--- src/rtl/fwd_sel_unit.sv ---
`default_nettype none
// ============================================================================
// fwd_sel_unit: operand forwarding selects and load-use stall for EX stage.
// Optional macro WB_BYPASS_EN adds a WB-stage bypass (sel=3, byp_data).
// Revision: 1.0
// ============================================================================
module fwd_sel_unit #(
    parameter int REG_W = 5,
    parameter int CNT_W = 16
) (
    input  logic             clk,
    input  logic             rst,
    input  logic [REG_W-1:0] id_rs,
    input  logic [REG_W-1:0] id_rt,
    input  logic             id_rs_used,
    input  logic             id_rt_used,
    input  logic [REG_W-1:0] id_rd,
    input  logic             id_regwrite,
    input  logic             id_memread,
    input  logic             flush,
`ifdef WB_BYPASS_EN
    input  logic [31:0]      wb_data,
    output logic [31:0]      byp_data,
`endif
    output logic [1:0]       ex_rs_sel,
    output logic [1:0]       ex_rt_sel,
    output logic             stall,
    output logic [CNT_W-1:0] stall_cnt
);

    // memread only matters while the record sits in EX, so later stages drop it
    logic [REG_W-1:0] r_ex_rd;
    logic             r_ex_regwrite;
    logic             r_ex_memread;
    logic [REG_W-1:0] r_mem_rd;
    logic             r_mem_regwrite;
`ifdef WB_BYPASS_EN
    logic [REG_W-1:0] r_wb_rd;
    logic             r_wb_regwrite;
    logic             w_wb_fwd;
`endif

    logic             w_ex_fwd;
    logic             w_mem_fwd;
    logic             w_bubble;
    logic [1:0]       w_rs_sel;
    logic [1:0]       w_rt_sel;

    assign w_ex_fwd  = r_ex_regwrite  && (r_ex_rd  != '0);
    assign w_mem_fwd = r_mem_regwrite && (r_mem_rd != '0);
`ifdef WB_BYPASS_EN
    assign w_wb_fwd  = r_wb_regwrite  && (r_wb_rd  != '0);
`endif

    assign stall = r_ex_memread && w_ex_fwd &&
                   ((id_rs_used && (id_rs == r_ex_rd)) ||
                    (id_rt_used && (id_rt == r_ex_rd)));

    assign w_bubble = stall || flush;

    // Newest producer wins: EX (result in MEM next) before MEM before WB.
    function automatic logic [1:0] pick_sel(input logic used, input logic [REG_W-1:0] src);
        logic [1:0] sel;
        sel = 2'd0;
        if (used && (src != '0)) begin
            if (w_ex_fwd && (src == r_ex_rd)) begin
                sel = 2'd1;
            end else if (w_mem_fwd && (src == r_mem_rd)) begin
                sel = 2'd2;
`ifdef WB_BYPASS_EN
            end else if (w_wb_fwd && (src == r_wb_rd)) begin
                sel = 2'd3;
`endif
            end
        end
        return sel;
    endfunction

    always_comb begin
        w_rs_sel = pick_sel(id_rs_used, id_rs);
        w_rt_sel = pick_sel(id_rt_used, id_rt);
    end

    always_ff @(posedge clk or posedge rst) begin
        if (rst) begin
            r_ex_rd        <= '0;
            r_ex_regwrite  <= 1'b0;
            r_ex_memread   <= 1'b0;
            r_mem_rd       <= '0;
            r_mem_regwrite <= 1'b0;
            ex_rs_sel      <= 2'd0;
            ex_rt_sel      <= 2'd0;
        end else begin
            r_mem_rd       <= r_ex_rd;
            r_mem_regwrite <= r_ex_regwrite;
            if (w_bubble) begin
                r_ex_rd       <= '0;
                r_ex_regwrite <= 1'b0;
                r_ex_memread  <= 1'b0;
                ex_rs_sel     <= 2'd0;
                ex_rt_sel     <= 2'd0;
            end else begin
                r_ex_rd       <= id_rd;
                r_ex_regwrite <= id_regwrite;
                r_ex_memread  <= id_memread;
                ex_rs_sel     <= w_rs_sel;
                ex_rt_sel     <= w_rt_sel;
            end
        end
    end

`ifdef WB_BYPASS_EN
    always_ff @(posedge clk or posedge rst) begin
        if (rst) begin
            r_wb_rd       <= '0;
            r_wb_regwrite <= 1'b0;
            byp_data      <= '0;
        end else begin
            r_wb_rd       <= r_mem_rd;
            r_wb_regwrite <= r_mem_regwrite;
            if (w_wb_fwd) begin
                byp_data <= wb_data;
            end
        end
    end
`endif

    always_ff @(posedge clk or posedge rst) begin
        if (rst) begin
            stall_cnt <= '0;
        end else if (stall && !flush && (stall_cnt != '1)) begin
            stall_cnt <= stall_cnt + CNT_W'(1);
        end
    end

endmodule
`default_nettype wire

--- config.mk ---
export PLATFORM = sky130hd
export DESIGN_NAME = fwd_sel_unit
export DESIGN_NICKNAME = d
export VERILOG_FILES = /design/src/rtl/fwd_sel_unit.sv
export SDC_FILE = /design/constraint.sdc
export NUM_CORES = 1
export LEC_CHECK = 0
export CORE_ASPECT_RATIO = 0.7
export CORE_MARGIN = 2
export CORE_UTILIZATION = 45
export CTS_BUF_LIST = sky130_fd_sc_hd__clkbuf_8
export DETAILED_ROUTE_END_ITERATION = 16
export PLACE_DENSITY = 0.86
export SLEW_MARGIN = 25
export SYNTH_ARGS = -nofsm -noshare
export SYNTH_HDL_FRONTEND = slang
export SYNTH_SLANG_ARGS = --single-unit
--- constraint.sdc ---
create_clock -name clk -period 1.7 [get_ports clk]
set_input_delay 0.34 -clock clk [delete_from_list [all_inputs] [get_ports clk]]
set_output_delay 0.34 -clock clk [all_outputs]
set_load 0.02 [all_outputs]
==> results of run 1 <==
## through the flow
step	setup TNS, ns	hold slack, ns
global placement	-10.84	0.447
detailed placement	-12.88	0.449
finish	-4.68	0.469
floorplan	-0.246	0.392
global route	-6.34	0.478
CTS	-4.60	0.464
## cell usage in the layout, fill, tap and decap left out, drive strengths merged
cell type,count
dfrtp,33
o21ai,3
nor3b,2
and2,7
a31oi,1
xnor2,25
nand2,8
o21a,1
or4,3
buf,53
nand3,11
nor4,3
nor2,5
o32ai,1
clkbuf,7
nor4b,1
nand4b,1
mux2,3
clkinv,1
a211o,1
inv,3
clkdlybuf4s50,20
or3,1
nand4,10
nor2b,2
ha,1
dlygate4sd2,15
xor2,8
and3,7
a211oi,1
nand2b,3
dlymetal6s2s,6
nor3,7
## state kept, by name (all words and copies together) (netlist names)
name / cells
r_mem_regwrite: 1
r_ex_regwrite: 1
stall_cnt: 16
ex_rs_sel: 2
ex_rt_sel: 2
r_ex_rd: 5
r_ex_memread: 1
r_mem_rd: 5
## report_power, final
group / switching [mW] / internal [mW] / total [mW]
combinational: 0.122 / 0.158 / 0.280
clock: 0.278 / 0.366 / 0.644
sequential: 0.0195 / 0.803 / 0.823
total: 0.419 / 1.33 / 1.75
## what timing repair did
action,4_1_cts,5_1_grt
resized for setup,49,21
buffers inserted,6,5
hold buffers,0,0
gates cloned,1,0
setup endpoints to repair,37,34
pin swaps,13,13
## metal layers
| layer | track usage [%] | up-vias | share of wire, % |
|---|---|---|---|
| met5 | 0 | - | 0 |
| met1 | 32.1 | 760 | 43 |
| met2 | 38.4 | 68 | 48 |
| met3 | 6.05 | 7 | 7.0 |
| met4 | 8.67 | 0 | 1.3 |
| li1 | - | 742 | - |
## Yosys cell counts
library cell  number  area, sq um
a31oi_1            1         6.26
nand4b_1           1         8.76
a211oi_4           1         20.0
ha_1               1         12.5
or4_1              2         15.0
o21ai_2            1         8.76
nor3b_1            2         15.0
and2_1             7         43.8
nand3_1           11         55.1
nor3_1             7         35.0
o21a_1             1         7.51
mux2_2             2         22.5
mux2_1             1         11.3
xor2_1             8         70.1
xnor2_1           25          219
or4_4              1         11.3
o21ai_0            2         10.0
nor2_1             5         18.8
nand2b_1           3         18.8
buf_2              1         5.00
or3_1              1         6.26
a211o_1            1         8.76
and3_1             7         43.8
nand2_1            8         30.0
nand4_1           10         62.6
dfrtp_1           33          826
nor4b_1            1         8.76
nor2b_1            2         12.5
nor4_1             2         12.5
o32ai_4            1         27.5
inv_1              3         11.3
buf_6              1         11.3
nor4_2             1         12.5
## worst min-delay path: stages
cell             delay [ns]
clkdlybuf4s50_1        0.41
inv_1                  0.06
buf_4                  0.36
## final cells by class
| class | instances | area (sq um) |
|---|---|---|
| clock buffers | 7 | 96.3 |
| clock inverters | 1 | 5.00 |
| fillers | 227 | 687 |
| inverters | 3 | 11.3 |
| multi-input cells | 116 | 1020 |
| flip-flops and latches | 33 | 832 |
| well taps | 50 | 62.6 |
| repair buffers | 94 | 842 |
## final timing paths
path | depth (start not counted) | end
setup / recovery | 4 | stall
hold / removal | 3 | r_mem_regwrite
setup reg to reg | 5 | r_ex_memread
hold reg to reg | 0 | r_mem_rd[4]
max in group asynchronous | 3 | stall_cnt[5]
min in group clk | 0 | r_mem_rd[4]
## kinds of logic after synthesis
| kind of cell | Yosys count |
|---|---|
| xor gates and xnor gates | 33 |
| DFF | 33 |
| and+or+nand+nor | 71 |
| AOI/OAI and AO/OA | 8 |
| buffers and inverters | 5 |
| muxes | 3 |
| adders and majority gates | 1 |
==> impl_metrics.json, run 1 <==
{
  "drt_wl_total_mm": 4.90,
  "synthMuxAreaShare_pct": 2.00,
  "fin_nets": 276,
  "hpwl_mm": 3.40,
  "clock_skew_ns": 0.00424,
  "crit_path_top_delay_cell": "or4_4",
  "rrSetupSlack_ns": -0.29,
  "placed_area_sq_um": 2490,
  "clockBufferDepth": 2,
  "stdcell_count": 304,
  "row_count": 18,
  "crit_family": "simple AND/OR/NAND/NOR gates",
  "io_pins": 43,
  "fin_total_pwr_mw": 1.75,
  "setup_violations": 27,
  "yosysUniqueCellTypes": 33,
  "p_per_area_nw_per_um2": 608,
  "status": "finished with violations",
  "relSlewSlack_pct": 65.0,
  "finalHoldViolCount": 0,
  "synthAdderAreaFrac_pct": 0.741,
  "violations": "setup timing",
  "r2r_start": "r_ex_rd[4]",
  "gp_congestion": 0.955,
  "synth_simple_gate_area_share_pct": 24.3,
  "synth.ff_latch_count": 33,
  "gr-total-overflow": 0,
  "hold_class": "input pin to asynchronous set/reset pin",
  "area_growth_pct": 70.1,
  "synth_warnings": 0,
  "cp_max_fo": 4,
  "postLayoutCoreUtil_pct": 80.7,
  "grt_usage_pct": 24.1,
  "htree_levels": 2,
  "ys_seq_area_share_pct": 48.9,
  "cap_violations": 0,
  "antenna_left": 0,
  "grt_max_degree": 34,
  "place_inst": 286,
  "grt_pass1_vias": 1550,
  "final_layout_size_suffix_gt1_share_pct": 40.2,
  "crit_chain": "or4_4 > o21a_4 > and3_4 > buf_6",
  "worst-path-buf-inv": 1,
  "die_w_um": 77.2,
  "critPathLaunchType": "flip-flop",
  "clock-sinks": 33,
  "vdd_drop_max_mv": 0.521,
  "viasPerCell": 5.19,
  "cts_root_buffer": "clkbuf_8",
  "rsz0062_at_grt": "true",
  "synth_nets": 177,
  "cts_buffers": 5,
  "start_util_pct": 47.4,
  "total_leakage_power_nw": 1.43,
  "antenna_found_initial": 0,
  "cp-end-kind": "output pin",
  "num_vias": 1577,
  "final_area_sq_um": 2870,
  "drv_slew": 0,
  "cts_tree": "built",
  "first_pass_iters": 4,
  "clk_latency_ns": 0.28,
  "path_clk_slew_ns": 0.07,
  "worstPathArrival_ns": 1.74,
  "n_antenna_cell": 0,
  "syn_area_sq_um": 1690,
  "place_ws_ns": -0.902,
  "fin_crit_ns": 2.08,
  "synthXorXnorAreaFrac_pct": 17.1,
  "max_stage_delay_ns": 0.51,
  "synth.avg_cell_area_sq_um": 11.0,
  "cp-startpoint": "r_ex_rd[4]",
  "tightestPinTransition_ns": 0.523,
  "synth_top_family_by_area": "simple AND/OR/NAND/NOR gates",
  "syn-instance-count": 154,
  "synth-compound-area-share_pct": 5.26,
  "port_buffers": 42,
  "min_period_over_period_pct": 122,
  "layout_setup_ws_ns": -0.381,
  "max_freq_mhz": 481,
  "route.detailed.drc": 0,
  "drt_iter0_markers": 102,
  "grt_pass1_wl_mm": 7.71,
  "critPathRequiredTime_ns": 1.36,
  "chipHeight_um": 55.2,
  "routedWlPerCell_um": 16.1,
  "crit_type": "flip-flop to output pin",
  "fp.coreArea_sq_um": 3560,
  "dieArea_sq_um": 4260
}
No activity file was read; power rests on OpenSTA's default activity.
==> run 2: changes to the inputs <==
--- a/config.mk
+++ b/config.mk
@@ -5,10 +5,12 @@
 export SDC_FILE = /design/constraint.sdc
 export NUM_CORES = 1
 export LEC_CHECK = 0
+export CAP_MARGIN = 20
 export CORE_ASPECT_RATIO = 0.7
 export CORE_MARGIN = 2
 export CORE_UTILIZATION = 45
 export CTS_BUF_LIST = sky130_fd_sc_hd__clkbuf_8
+export CTS_CLUSTER_SIZE = 40
 export DETAILED_ROUTE_END_ITERATION = 16
 export PLACE_DENSITY = 0.86
 export SLEW_MARGIN = 25
==> results of run 2 <==
Same layout as run 1: the final DEF is identical, and so are final timing and power.
